## config.mk

```make
export PLATFORM = sky130hd
export DESIGN_NAME = count_sequencer
export DESIGN_NICKNAME = d
export VERILOG_FILES = /design/src/rtl/count_sequencer.sv
export SDC_FILE = /design/constraint.sdc
export NUM_CORES = 1
export LEC_CHECK = 0
export CAP_MARGIN = 20
export CELL_PAD_IN_SITES_DETAIL_PLACEMENT = 0
export CELL_PAD_IN_SITES_GLOBAL_PLACEMENT = 1
export CORE_MARGIN = 5
export CORE_UTILIZATION = 46
export DETAILED_ROUTE_END_ITERATION = 16
export PLACE_DENSITY = 0.87
export REMOVE_ABC_BUFFERS = 1
export SYNTH_ARGS = -nofsm -noshare
export SYNTH_HDL_FRONTEND = slang
export SYNTH_SLANG_ARGS = --single-unit
```

## constraint.sdc

```tcl
create_clock -name clk -period 4.01 [get_ports clk]
set_input_delay 1.0025 -clock clk [delete_from_list [all_inputs] [get_ports clk]]
set_output_delay 1.0025 -clock clk [all_outputs]
set_load 0.01 [all_outputs]
```

## src/rtl/count_sequencer.sv

```systemverilog
// -----------------------------------------------------------------------------
// count_sequencer
//
// Programmable tick scheduler and sequence controller for the lab counter
// datapath. A prescaler divides the system clock into a one-cycle clock-enable
// (tick) every div+1 cycles, and each tick steps an internal counter through
// 0..limit (or limit..0 when down-counting is built in), in one-shot or
// continuous mode, under start/pause/abort control.
//
// Optional feature macro: COUNT_SEQ_DOWN_EN
//   defined   -> the dir input exists; dir=1 at start counts limit..0.
//   undefined -> no dir input, up-counting only, no down-count logic.
//
// Ports:
//   clk        in   system clock, all state updates on the rising edge
//   rst        in   asynchronous active-high reset
//   start      in   level; begins a run from IDLE, resumes from PAUSE
//   stop       in   level; pauses from RUN, aborts from PAUSE (wins over start)
//   cont       in   continuous mode, captured at start from IDLE
//   div        in   [DIV_W-1:0] tick period minus one, captured at start
//   limit      in   [CNT_W-1:0] terminal count, captured at start
//   dir        in   1 = count down (only with COUNT_SEQ_DOWN_EN)
//   tick       out  one-cycle pulse in the cycle the count updates
//   count      out  [CNT_W-1:0] current count
//   busy       out  high in RUN and PAUSE
//   done       out  one-cycle pulse on the terminal tick
//   dbg_state  out  [1:0] FSM state (0 IDLE, 1 RUN, 2 PAUSE) for observation
//
// Control protocol: start and stop are plain levels sampled on every rising
// edge; there is no handshake. A one-cycle stop pulse pauses a run, a second
// stop while paused aborts it, so a stop held for two edges aborts outright.
// All outputs are driven straight from registers.
// -----------------------------------------------------------------------------
module count_sequencer #(
   parameter int DIV_W = 16,
   parameter int CNT_W = 3
) (
   input  logic             clk,
   input  logic             rst,
   input  logic             start,
   input  logic             stop,
   input  logic             cont,
   input  logic [DIV_W-1:0] div,
   input  logic [CNT_W-1:0] limit,
`ifdef COUNT_SEQ_DOWN_EN
   input  logic             dir,
`endif
   output logic             tick,
   output logic [CNT_W-1:0] count,
   output logic             busy,
   output logic             done,
   output logic [1:0]       dbg_state
);

   typedef enum logic [1:0] {
      ST_IDLE  = 2'd0,
      ST_RUN   = 2'd1,
      ST_PAUSE = 2'd2
   } state_t;

   state_t           state_q;
   logic [DIV_W-1:0] presc_q;
   logic [DIV_W-1:0] div_q;
   logic [CNT_W-1:0] limit_q;
   logic [CNT_W-1:0] count_q;
   logic             cont_q;
   logic             tick_q;
   logic             done_q;
   logic             busy_q;

   // Direction-dependent values: where the count ends, what it reloads to,
   // its next value on a non-terminal tick, and the value loaded at start
   // (taken from the live inputs, since it is used in the capturing cycle).
   logic [CNT_W-1:0] cnt_end;
   logic [CNT_W-1:0] cnt_reload;
   logic [CNT_W-1:0] cnt_step_d;
   logic [CNT_W-1:0] cnt_load_d;
   logic             tick_edge;
   logic             at_end;

`ifdef COUNT_SEQ_DOWN_EN
   logic dir_q;

   assign cnt_end    = dir_q ? '0 : limit_q;
   assign cnt_reload = dir_q ? limit_q : '0;
   assign cnt_step_d = dir_q ? (count_q - 1'b1) : (count_q + 1'b1);
   assign cnt_load_d = dir ? limit : '0;
`else
   assign cnt_end    = limit_q;
   assign cnt_reload = '0;
   assign cnt_step_d = count_q + 1'b1;
   assign cnt_load_d = '0;
`endif

   // The prescaler counts 0..div_q; the edge at which it equals div_q is the
   // tick edge, so the tick period is div_q+1 clocks.
   assign tick_edge = (presc_q == div_q);
   // Terminal tick: the count already sits at its end value when it fires.
   assign at_end    = (count_q == cnt_end);

   always_ff @(posedge clk or posedge rst) begin
      if (rst) begin
         state_q <= ST_IDLE;
         presc_q <= '0;
         div_q   <= '0;
         limit_q <= '0;
         count_q <= '0;
         cont_q  <= 1'b0;
         tick_q  <= 1'b0;
         done_q  <= 1'b0;
         busy_q  <= 1'b0;
`ifdef COUNT_SEQ_DOWN_EN
         dir_q   <= 1'b0;
`endif
      end else begin
         // tick and done are single-cycle pulses unless re-raised below.
         tick_q <= 1'b0;
         done_q <= 1'b0;
         case (state_q)
            ST_IDLE: begin
               // stop is ignored here, so start alone decides.
               if (start) begin
                  div_q   <= div;
                  limit_q <= limit;
                  cont_q  <= cont;
`ifdef COUNT_SEQ_DOWN_EN
                  dir_q   <= dir;
`endif
                  presc_q <= '0;
                  count_q <= cnt_load_d;
                  busy_q  <= 1'b1;
                  state_q <= ST_RUN;
               end
            end

            ST_RUN: begin
               if (tick_edge) begin
                  // A tick falling on the same edge as stop still takes
                  // effect; the pause applies from the following cycle.
                  presc_q <= '0;
                  tick_q  <= 1'b1;
                  if (at_end) begin
                     done_q <= 1'b1;
                     if (cont_q) begin
                        count_q <= cnt_reload;
                        if (stop) begin
                           state_q <= ST_PAUSE;
                        end
                     end else begin
                        // One-shot run is over: count holds the end value.
                        busy_q  <= 1'b0;
                        state_q <= ST_IDLE;
                     end
                  end else begin
                     count_q <= cnt_step_d;
                     if (stop) begin
                        state_q <= ST_PAUSE;
                     end
                  end
               end else if (stop) begin
                  // Freeze the prescaler where it is so the resumed run
                  // finishes the interrupted tick period.
                  state_q <= ST_PAUSE;
               end else begin
                  presc_q <= presc_q + 1'b1;
               end
            end

            ST_PAUSE: begin
               if (stop) begin
                  busy_q  <= 1'b0;
                  state_q <= ST_IDLE;
               end else if (start) begin
                  state_q <= ST_RUN;
               end
            end

            default: begin
               busy_q  <= 1'b0;
               state_q <= ST_IDLE;
            end
         endcase
      end
   end

   assign tick      = tick_q;
   assign done      = done_q;
   assign busy      = busy_q;
   assign count     = count_q;
   assign dbg_state = state_q;

endmodule

```

---- Word level (Yosys, flattened, before mapping) ----
Cells that the tools add are included.
word-level totals
  register bits after elaboration ......... 44
  bits of input ports ..................... 24
  word-level logic and storage cells ...... 55
operators by class
  $add $sub $neg .......................... 2
  eq/ne operators ......................... 11
  mux-type cells .......................... 27
  reduce and logical (&&, ||, !) cells .... 6
operators with widths
  cell                     number
  $mux W16                 3
  $pmux W16 S2             1
  $add A16 B1 Y16 const B  1
  $eq A16 B16 Y1           1
  $mux W2                  6
  $mux W3                  4
  $mux W1                  10
  $ne A2 B2 Y1 const B     5
  $ne A3 B3 Y1 const B     2
  $pmux W2 S3              1
  $pmux W3 S2              1
  $reduce_and A5 Y1        1
  $reduce_and A4 Y1        1
  $add A3 B1 Y3 const B    1
  $eq A3 B3 Y1             1
  $pmux W1 S3              1
  $reduce_and A3 Y1        1
  $eq A2 B1 Y1 const B     1
  $eq A2 B2 Y1 const B     1
  $logic_not A2 Y1         1
  $reduce_and A2 Y1        1
  $reduce_bool A2 Y1       1

---- Logic depth before layout (Yosys ltp) ----
  word-level depth ........................ 5
  gate-level depth with buffers ........... 7
  mapped depth without buffers ............ 6

---- Least setup slack after synthesis ----
Ideal clock, no wire load.
  path kind ............................... input -> register
  start point ............................. in start
  end point ............................... reg count_q[0] (netlist: count[0])
  setup time .............................. 0.125 ns
  arrival ................................. 1.981 ns
  required time ........................... 3.885 ns
  path slack .............................. 1.904 ns
  cell stages on the path ................. 4
  buffers on the path ..................... 0
  cells stage by stage .................... inv_1 > or3_1 > a22oi_1 > mux2_2
on the way
  longest elaborated chain between the ends .. 2
ends and longest elaborated chain
  what                         RTL line  text
  from (decl)                  40        input logic start,
  $ne A2 B2 Y1 (no line)       n/a
  $reduce_and A4 Y1 (no line)  n/a
  to (signal assigned)         130       count_q <= cnt_load_d;
  to (signal assigned)         145       count_q <= cnt_reload;
  to (signal assigned)         155       count_q <= cnt_step_d;
  to (decl)                    65        logic [CNT_W-1:0] count_q;
No other way between the ends.
A chain may end at the register's enable or synchronous reset.

---- Final worst setup path ----
  start point ............................. reg state_q[0] (netlist: dbg_state[0])
  end point ............................... out dbg_state[0]
RTL lines
  what                    RTL line  text
  from (decl)             61        state_t state_q;
  from (signal assigned)  103       state_q <= ST_IDLE;
  from (signal assigned)  132       state_q <= ST_RUN;
  from (signal assigned)  147       state_q <= ST_PAUSE;
  to (decl)               52        output logic [1:0] dbg_state
No word-level cell between the ends.

==> metrics.yaml <==
status: "finished, final reports clean"
start_util_pct: 46.5
slew_viol_final: 0
overflow: 0
intPower_uw: 1190
drt_iter0_drc: 134
avgSynthCellArea_sq_um: 10.5
leakagePower_uw: 0.00121
post_synth_most_frequent_cells: "44 x dfrtp_1, 21 x mux2_2, 20 x inv_1"
core_sq_mm: 0.00504
max_stage_delay_ns: 0.61
dr.pass1.iters: 4
vdd_drop_max_mv: 0.390
cts.sinks: 44
met3_usage_pct: 4.39
grt_max_degree: 26
grt-busiest-layer: "met2"
tritoncts: "yes"
final_nets: 285
drcViolationCount: 0
worstPathMaxFanout: 10
yosysSeqAreaShare_pct: 46.9
global_route.usage.met1_pct: 21.9
postCtsSetupRepairBufs: 0
cts_max_level: 2
slowest_stage: "clkdlybuf4s50_1"
netlist.area_leader.share_pct: 46.9
worstPathRequired_ns: 3.01
gp_congestion: 0.743
combPwrFrac_pct: 40.5
io_pins: 32
vias_per_cell: 5.51
ys.flop_type: "dfrtp_1"
use_met2_pct: 25.5
async_flop_share_pct: 100
die_y_um: 81.4
fin_area_sq_mm: 0.00284
grt_pass1_vias: 1825
switching_share_pct: 38.4
avgRoutedWirePerCell_um: 14.7
die_x_um: 81.4
port_buffers: 31
ys_ff_latch: 44
cpLargestDelayFamily: "buffers and inverters"
ctsHoldBuffers: 0
synth_area_sq_mm: 0.00235
switching_power_uw: 739
yosysTopAreaCell: "dfrtp_1"
start_kind: "register"
antenna_found_initial: 0
clkTransAtPathRegs_ns: 0.09
p_clk_share_pct: 14.9
synth.most_common_cell: "dfrtp_1"
rsz0062_at_grt: "no"
drive_gt1_share_pct: 15.0
crit_chain: "clkdlybuf4s50_1"
yosys.cell_types.count: 39
max_slew_margin_pct: 38.8
setup_tns_ns: 0
areaGrowthSynthToFinish_pct: 21.2
wirelength_um: 4850
crit_type: "reg2out"
synthCells: 224
cts_root_buf: "clkbuf_8"
max-clock-path-buffers: 2
hold_path.class: "reg2reg"
skew_ns: 0.00951
crit_arrival_ns: 1.48
num_rows: 26
drv_cap: 0
diodes: 0
power_density_mw_per_mm2: 677
vias: 1817
synth.area.top_cells: "dfrtp_1 47%, mux2_2 10%, xor2_1 7.1%"
max_freq_mhz: 403
final_hold_viol_count: 0
worst_slew_pin_slew_ns: 0.917
critPathBufInv: 1
clk_latency_ns: 0.29
synth_edf_count: 0
grt_use_total_pct: 16.3
p_seq_share_pct: 44.6
placed_cell_area_sq_mm: 0.00275
fin_crit_sh_pct: 61.8
cts_resized: 0
ant_nets: 0
cts_buffers: 5
yosysWarnings: 0
grt_pass1_wl_um: 8380
finalSetupViolCount: 0
die-area_sq_mm: 0.00663
endpoint_kind: "output port"
fin_crit_ns: 2.48
hpwl_um: 3490
## sequential cells by signal, summed over array words and instances (netlist names)
register   cells
tick           1
done           1
cont_q         1
div_q         16
count          3
cnt_end        3
busy           1
presc_q       16
dbg_state      2
## kinds of logic (layout without fill, tap and decap cells)
| logic type | Yosys count | in the layout | synth area share (%) |
|---|---|---|---|
| buf+inv | 31 | 67 | 5.65 |
| simple gates | 70 | 70 | 15.9 |
| xor+xnor | 19 | 19 | 7.09 |
| mux | 25 | 25 | 11.8 |
| flops | 44 | 44 | 46.9 |
| fa+ha+maj | 2 | 2 | 1.07 |
| compound gates | 33 | 33 | 11.5 |
## power groups by stage
stage	Sequential (uW)	Combinational (uW)	Clock (uW)
after floorplan	821	561	0
final	859	780	286
after detailed placement	872	788	0
after global routing	897	880	318
after CTS	862	791	294
after global placement	866	778	0
## layout make-up
class,instances,area (sq um)
tap,70,87.6
inverter,20,75.1
timing repair buffer,39,370
multi-input combinational,149,1120
sequential,44,1100
clock buffer,6,82.6
clock inverter,2,10.0
fill,435,2200
## per-layer routing
metal	up-vias	wire, um
li1	887	-
met1	875	2190
met2	48	2320
met3	7	261
met4	0	80
met5	-	0
## stage by stage
| stage | cells | setup WS [ns] | hold slack, ns | power, uW | util [%] |
|---|---|---|---|---|---|
| after floorplan | 213 | 1.03 | 0.481 | 1380 | - |
| after global placement | 322 | 1.24 | 0.503 | 1640 | 54.6 |
| after detailed placement | 322 | 1.22 | 0.520 | 1660 | 54.6 |
| after CTS | 330 | 1.52 | 0.538 | 1950 | 56.4 |
| after global routing | 330 | 1.45 | 0.556 | 2100 | 56.4 |
| final | 330 | 1.53 | 0.530 | 1930 | 56.4 |
## path summary, 6_finish.rpt
path,from,end,slack (ns),cells after the start
min in group asynchronous,rst,count[2],1.20,2
worst max-delay path,dbg_state[0],dbg_state[0],1.53,1
worst max register to register,presc_q[1],presc_q[9],1.70,7
worst min-delay path,div_q[4],div_q[4],0.53,1
max in group asynchronous,rst,presc_q[15],2.09,3
worst min register to register,div_q[4],div_q[4],0.53,1
## placed cells by master, fill, tap and decap left out, types with 5 or more instances in the layout
master,instances
o221ai_1,12
nor2_1,10
nand4_1,9
nor4_1,5
xor2_1,19
mux2_2,21
clkbuf_8,6
nand2_1,11
clkdlybuf4s50_1,31
nand3_1,13
inv_1,20
dfrtp_1,44
buf_4,8
Power figures use the tool's default switching activity.
